File: config.mk
export PLATFORM = sky130hd
export DESIGN_NAME = regfile_wb_arbiter
export DESIGN_NICKNAME = d
export VERILOG_FILES = /design/src/rtl/regfile_wb_arbiter_pkg.sv /design/src/rtl/wb_hold_buf.sv /design/src/rtl/regfile_wb_arbiter.sv
export SDC_FILE = /design/constraint.sdc
export NUM_CORES = 1
export LEC_CHECK = 0
export BUFFER_PORTS_ARGS = -buffer_cell sky130_fd_sc_hd__buf_2
export CORE_MARGIN = 2
export CORE_UTILIZATION = 58
export CTS_CLUSTER_SIZE = 28
export DETAILED_ROUTE_END_ITERATION = 16
export PLACE_DENSITY = 0.95
export SLEW_MARGIN = 20
export SYNTH_ARGS = -nofsm -noshare
export SYNTH_HDL_FRONTEND = slang
export SYNTH_SLANG_ARGS = --single-unit
File: constraint.sdc
create_clock -name clk -period 8.2 [get_ports clk]
set_clock_uncertainty 0.15 [all_clocks]
set_input_delay 0.41 -clock clk [delete_from_list [all_inputs] [get_ports clk]]
set_output_delay 0.41 -clock clk [all_outputs]
set_load 0.05 [all_outputs]
File: src/rtl/regfile_wb_arbiter_pkg.sv
// Shared constants for the register-file writeback arbiter: default data
// width and the requester identifiers used by the arbitration state.
package regfile_wb_arbiter_pkg;

  localparam int WB_SIZE = 32;

  typedef enum logic {
    REQ_ALU = 1'b0,
    REQ_MEM = 1'b1
  } req_id_t;

endpackage

File: src/rtl/wb_hold_buf.sv
// One-entry writeback hold buffer. It captures a request when empty and
// holds it unchanged until it is granted to the register file or discarded.
module wb_hold_buf
  import regfile_wb_arbiter_pkg::*;
#(
  parameter int SIZE   = WB_SIZE,
  parameter int NREG_W = 5
) (
  input  logic              clk,
  input  logic              rst,
  input  logic              flush,
  input  logic              valid,
  input  logic [NREG_W-1:0] wreg,
  input  logic [SIZE-1:0]   wdata,
  input  logic              grant,
  output logic              ready,
  output logic              full,
  output logic [NREG_W-1:0] held_reg,
  output logic [SIZE-1:0]   held_data
);

  // A full buffer never refills in the cycle it drains, so ready is plain !full.
  assign ready = !full;

  // Fill on accept, drain on grant; flush discards regardless of either.
  always_ff @(posedge clk or posedge rst) begin
    if (rst) begin
      full      <= 1'b0;
      held_reg  <= '0;
      held_data <= '0;
    end else if (flush) begin
      full <= 1'b0;
    end else if (valid && !full) begin
      full      <= 1'b1;
      held_reg  <= wreg;
      held_data <= wdata;
    end else if (grant) begin
      full <= 1'b0;
    end
  end

endmodule

File: src/rtl/regfile_wb_arbiter.sv
// Arbitrates ALU and memory writebacks onto a single register-file write
// port. Each requester parks one result in a hold buffer; one buffer is
// drained per cycle into registered write/writeReg/data outputs.
module regfile_wb_arbiter
  import regfile_wb_arbiter_pkg::*;
#(
  parameter int SIZE   = WB_SIZE,
  parameter int NREG_W = 5
) (
  input  logic              clk,
  input  logic              rst,
  input  logic              flush,
  input  logic              alu_valid,
  input  logic [NREG_W-1:0] alu_reg,
  input  logic [SIZE-1:0]   alu_data,
  output logic              alu_ready,
  input  logic              mem_valid,
  input  logic [NREG_W-1:0] mem_reg,
  input  logic [SIZE-1:0]   mem_data,
  output logic              mem_ready,
  output logic              write,
  output logic [NREG_W-1:0] writeReg,
  output logic [SIZE-1:0]   data,
  output logic              busy
);

  logic              alu_full, mem_full;
  logic [NREG_W-1:0] alu_held_reg, mem_held_reg;
  logic [SIZE-1:0]   alu_held_data, mem_held_data;
  logic              alu_grant, mem_grant;
  logic              alu_acc, mem_acc;
  req_id_t           last_grant, age, sel;

  wb_hold_buf #(.SIZE(SIZE), .NREG_W(NREG_W)) u_alu_buf (
    .clk(clk), .rst(rst), .flush(flush),
    .valid(alu_valid), .wreg(alu_reg), .wdata(alu_data),
    .grant(alu_grant), .ready(alu_ready), .full(alu_full),
    .held_reg(alu_held_reg), .held_data(alu_held_data)
  );

  wb_hold_buf #(.SIZE(SIZE), .NREG_W(NREG_W)) u_mem_buf (
    .clk(clk), .rst(rst), .flush(flush),
    .valid(mem_valid), .wreg(mem_reg), .wdata(mem_data),
    .grant(mem_grant), .ready(mem_ready), .full(mem_full),
    .held_reg(mem_held_reg), .held_data(mem_held_data)
  );

  assign busy    = alu_full | mem_full;
  assign alu_acc = alu_valid && !alu_full && !flush;
  assign mem_acc = mem_valid && !mem_full && !flush;

  // Grant select: same destination keeps program order (older first),
  // otherwise alternate against the last winner; a lone full buffer wins.
  always_comb begin
    alu_grant = 1'b0;
    mem_grant = 1'b0;
    sel       = REQ_ALU;
    if (!flush) begin
      if (alu_full && mem_full) begin
        if (alu_held_reg == mem_held_reg) sel = age;
        else sel = (last_grant == REQ_ALU) ? REQ_MEM : REQ_ALU;
        alu_grant = (sel == REQ_ALU);
        mem_grant = (sel == REQ_MEM);
      end else begin
        alu_grant = alu_full;
        mem_grant = mem_full;
      end
    end
  end

  // Register-file write port; write index and data hold when idle.
  always_ff @(posedge clk or posedge rst) begin
    if (rst) begin
      write    <= 1'b0;
      writeReg <= '0;
      data     <= '0;
    end else if (alu_grant) begin
      write    <= 1'b1;
      writeReg <= alu_held_reg;
      data     <= alu_held_data;
    end else if (mem_grant) begin
      write    <= 1'b1;
      writeReg <= mem_held_reg;
      data     <= mem_held_data;
    end else begin
      write <= 1'b0;
    end
  end

  // Fairness and ordering state. age names the older buffer: a new ALU
  // fill makes MEM the older one (also when both fill together), a lone
  // MEM fill makes ALU the older one. age only matters while both are full.
  always_ff @(posedge clk or posedge rst) begin
    if (rst) begin
      last_grant <= REQ_MEM;
      age        <= REQ_ALU;
    end else begin
      if (alu_grant) last_grant <= REQ_ALU;
      else if (mem_grant) last_grant <= REQ_MEM;
      if (alu_acc) age <= REQ_MEM;
      else if (mem_acc) age <= REQ_ALU;
    end
  end

endmodule

# After elaboration in Yosys (flattened, before gate mapping)
# Index checks and enable logic that the tools add are counted.
# classes
add_sub_neg	0
mul	0
div_mod_pow	0
n_lt_le_gt_ge	0
n_eq_ne	1
shift	0
n_mux	24
bitwise_logic	3
reduce_logical	14
# ops
operator	n
$mux W32	2
$mux W1	20
$mux W5	2
$reduce_bool A3 Y1	2
$eq A5 B5 Y1	1
$logic_and A1 B1 Y1	5
$reduce_and A2 Y1	2
$reduce_bool A2 Y1	2
$logic_not A1 Y1	3
$not A1 Y1	2
$or A1 B1 Y1	1
# word_totals
regBits	116
latchBits	0
ram_bits	0
romBits	0
inputBits	79
out_inout_bits	41
wordCells	53
n_memories	0

# Longest topological paths before layout
# logic_depth
ltp_word	10
depth_mapped	7

# Cells and area by module
# A second synthesis with hierarchy kept.
# hier_totals
cells_unflattened	410
hier_area_um2	5418.9
# by_module_without_submodules
module	instances	cells_each	area_each_um2	seq_area_each_um2
wb_hold_buf	2	84	1582.8	950.9
regfile_wb_arbiter	1	242	2253.4	1002.2

# Least setup slack after synthesis
# No wires, ideal clock.
# synth_timing
kind	reg2reg
from	reg u_mem_buf.full
to	reg data[8]
setup_time_ps	147
arrival_ps	1512
required_ps	7903
path_slack_ps	6391
stages_incl_launch_ff	6
cell_sequence	dfrtp_1 inv_2 a21oi_2 buf_2 clkbuf_1 o221ai_1
# synth_between
elab_chain_cells	4
word_cells_on_any_way	7
# synth_lines
item	line	source
from (decl)	wb_hold_buf.sv:17	output logic full,
from (signal assigned)	wb_hold_buf.sv:28	full <= 1'b0;
from (signal assigned)	wb_hold_buf.sv:32	full <= 1'b0;
from (signal assigned)	wb_hold_buf.sv:34	full <= 1'b1;
$logic_and A1 B1 Y1	regfile_wb_arbiter.sv:59	if (alu_full && mem_full) begin
$mux W1	regfile_wb_arbiter.sv:59	
$mux W1	regfile_wb_arbiter.sv:58	if (!flush) begin
$mux W32 / $reduce_bool A2 Y1 (equally long branches)	--	
to (signal assigned)	regfile_wb_arbiter.sv:80	data <= alu_held_data;
to (signal assigned)	regfile_wb_arbiter.sv:84	data <= mem_held_data;
to (decl)	regfile_wb_arbiter.sv:23	output logic [SIZE-1:0] data,
# Several ways; a longest one is shown, not always the timed one.
# A chain may end at the register's enable or synchronous reset.

# Worst setup path after layout
# layout_timing
from	reg u_alu_buf.full
to	reg data[7]
# layout_between
elab_chain_cells	4
word_cells_on_any_way	7
# layout_lines
item	line
from (decl)	wb_hold_buf.sv:17
from (signal assigned)	wb_hold_buf.sv:28
from (signal assigned)	wb_hold_buf.sv:32
from (signal assigned)	wb_hold_buf.sv:34
$logic_and A1 B1 Y1	regfile_wb_arbiter.sv:59
$mux W1	regfile_wb_arbiter.sv:59
$mux W1	regfile_wb_arbiter.sv:58
$mux W32 / $reduce_bool A2 Y1 (equally long branches)	--
# Several ways; a longest one is shown, not always the timed one.

==> impl_metrics.env <==
export IMPL_status="finished, final reports clean"
export IMPL_postRouteAntennaNets=0
export IMPL_layout_commonest_cell="buf_2"
export IMPL_maxSlewViolCount=0
export IMPL_synth_yosys_seq_area_share_pct=57.5
export IMPL_final_cell_mix="buf_2 (119), dfrtp_1 (115), nand2_1 (75), inv_1 (74), dlygate4sd3_1 (73)"
export IMPL_dieArea_um2=9460
export IMPL_timing_slew_headroom_pct=38.5
export IMPL_rows=34
export IMPL_wl_met1_um=5190
export IMPL_area_growth_syn_to_layout_pct=38.1
export IMPL_syn_inst=471
export IMPL_critical_path_top_delay_family="compound AO/OA/AOI/OAI gates"
export IMPL_core_area_um2=8590
export IMPL_ctsResizeCount=0
export IMPL_timing_hold_ws_ns=0.0158
export IMPL_post_cts_buffers=0
export IMPL_fmax_ghz=0.373
export IMPL_rsz0062_at_grt="no"
export IMPL_cp_end_kind="register"
export IMPL_hold_class="in -> reg"
export IMPL_leakagePower_nw=3.25
export IMPL_wl_per_cell_um=17.7
export IMPL_initial_core_util_pct=58.7
export IMPL_fin_crit_sh_pct=32.7
export IMPL_power_internal_w=0.00129
export IMPL_setup_slack_ns=5.52
export IMPL_diodes=0
export IMPL_cts_tree="built"
export IMPL_path_clk_slew_ns=0.06
export IMPL_p_clk_share_pct=33.4
export IMPL_cts_root_buf="clkbuf_8"
export IMPL_dp_hpwl_um=7210
export IMPL_tns_ns=0
export IMPL_crit_arrival_ns=2.86
export IMPL_worstPathBufferInverterCount=1
export IMPL_portBuffers=119
export IMPL_irDropWorstVdd_uv=185
export IMPL_overflow=0
export IMPL_grt_max_degree=77
export IMPL_path_max_fanout=39
export IMPL_viasPerCell=5.60
export IMPL_dp_cells=668
export IMPL_drive_gt1_share_pct=28.8
export IMPL_drt_pre_antenna_iters=5
export IMPL_path_cells="inv_2 > nor2_4 > o21a_2 > o221ai_1"
export IMPL_period_minus_slack_ns=2.68
export IMPL_maxCapViolCount=0
export IMPL_nets=731
export IMPL_syn_avg_cell_area_um2=10.7
export IMPL_drcViolationCount=0
export IMPL_cts_inserted_buffers=17
export IMPL_dieWidth_um=97.3
export IMPL_met2_wirelength_um=7200
export IMPL_final_util_pct=81.1
export IMPL_switching_share_pct=35.4
export IMPL_drt_total_wl_um=13600
export IMPL_cts_sinks=116
export IMPL_critPathRequiredTime_ns=8.38
export IMPL_antenna_found_initial=0
export IMPL_slowest_delay_ns=0.88
export IMPL_clk_latency_ns=0.51
export IMPL_finalHoldViolations=0
export IMPL_largestRegisters="data: 32 flops, u_alu_buf.held_data: 32 flops, u_mem_buf.held_data: 32 flops"
export IMPL_cp_start_kind="register"
export IMPL_cts_htree_levels=4
export IMPL_yosysUniqueCellTypes=26
export IMPL_p_per_area_nw_per_um2=287
export IMPL_preCtsSetupSlack_ns=5.39
export IMPL_worst_pin_slew_ns=0.920
export IMPL_cp_slowest_cell="o21a_2"
export IMPL_drt_iter0_drc=232
export IMPL_num_vias=4322
export IMPL_top_layer="met4"
export IMPL_grt_pass1_vias=4538
export IMPL_grt_pass1_wl_um=22200
export IMPL_finalSetupViolations=0
export IMPL_grt_use_total_pct=30.3
export IMPL_pwr_share_comb_pct=27.7
export IMPL_syn_nets=550
export IMPL_yosysWarnings=0
export IMPL_ys_ff_latch=116
export IMPL_crit_type="reg -> reg"
export IMPL_cts_hold_buffers_added=73
export IMPL_ios=120
export IMPL_gp_congestion=0.804
export IMPL_wl_met3_um=884
export IMPL_seqPwrFrac_pct=39.0
export IMPL_stdcell_count=772
export IMPL_syn_cell_area_um2=5050
export IMPL_p_sw_w=0.000706
export IMPL_fp_dieH_um=97.3
export IMPL_clockBufferDepth=2
## stage by stage
step | area [µm²] | power [W]
detailed placement | 5700 | 0.00130
CTS | 6970 | 0.00200
global placement | 5700 | 0.00128
floorplan | 5050 | 0.00116
finish | 6970 | 0.00200
global route | 6970 | 0.00208
## metal layers
metal	global-route usage (%)	vias up
li1	-	1978
met1	35.0	2101
met2	53.8	204
met3	7.55	39
met4	12.5	0
met5	0	-
## Yosys cell counts, drive strengths merged
library cell	count	area share, %
a21o	2	0.30
a21oi	1	0.17
buf	16	1.7
clkbuf	20	1.5
dfrtp	115	57
dfstp	1	0.52
inv	77	5.7
mux2	38	8.5
nand2	75	5.6
nand3	1	0.099
nor2	4	0.30
nor3b	2	0.30
o211ai	37	5.5
o21a	2	0.30
o21ai	36	3.6
o21bai	1	0.15
o221ai	37	7.7
o31ai	1	0.25
xnor2	5	0.87
## cell families (layout without fill, tap and decap cells)
logic type / Yosys count / after routing / synth area share [%]
xor+xnor: 5 / 5 / 0.868
compound gates: 117 / 117 / 17.9
buf+inv: 113 / 306 / 8.95
mux: 38 / 38 / 8.48
flops: 116 / 116 / 57.5
simple gates: 82 / 82 / 6.27
## worst register-to-register path: stages, from the launching register on
cell,delay (ns)
dfrtp_1,0.37
inv_2,0.09
nor2_4,0.70
o21a_2,0.89
o221ai_1,0.30
## layout make-up
cell class,count,area (µm²)
Tap cell,108,135
Clock buffer,21,459
Inverter,77,292
Clock inverter,10,82.6
Fill cell,455,1620
Multi-Input combinational cell,242,1730
Timing Repair Buffer,198,1370
Sequential cell,116,2900
## final timing paths
kind                                         start  cells past startpoint                       to  slack, ns
max                                 u_alu_buf.full                      4                  data[7]       5.52
min                                   alu_data[28]                      2  u_alu_buf.held_data[28]       0.02
max reg2reg                         u_alu_buf.full                      4                  data[7]       5.52
min reg2reg                u_alu_buf.held_data[18]                      1  u_alu_buf.held_data[18]       0.34
max in group asynchronous                      rst                      4                 data[28]       6.29
min in group asynchronous                      rst                      3  u_alu_buf.held_data[11]       0.35
## power groups by stage
stage | combinational, W | sequential [W] | clock [W]
after floorplan | 0.000196 | 0.000960 | 0
after global placement | 0.000504 | 0.000772 | 0
after detailed placement | 0.000518 | 0.000780 | 0
after CTS | 0.000549 | 0.000774 | 0.000674
after global routing | 0.000593 | 0.000790 | 0.000699
final | 0.000553 | 0.000778 | 0.000667
(Power assumes the default switching activity.)
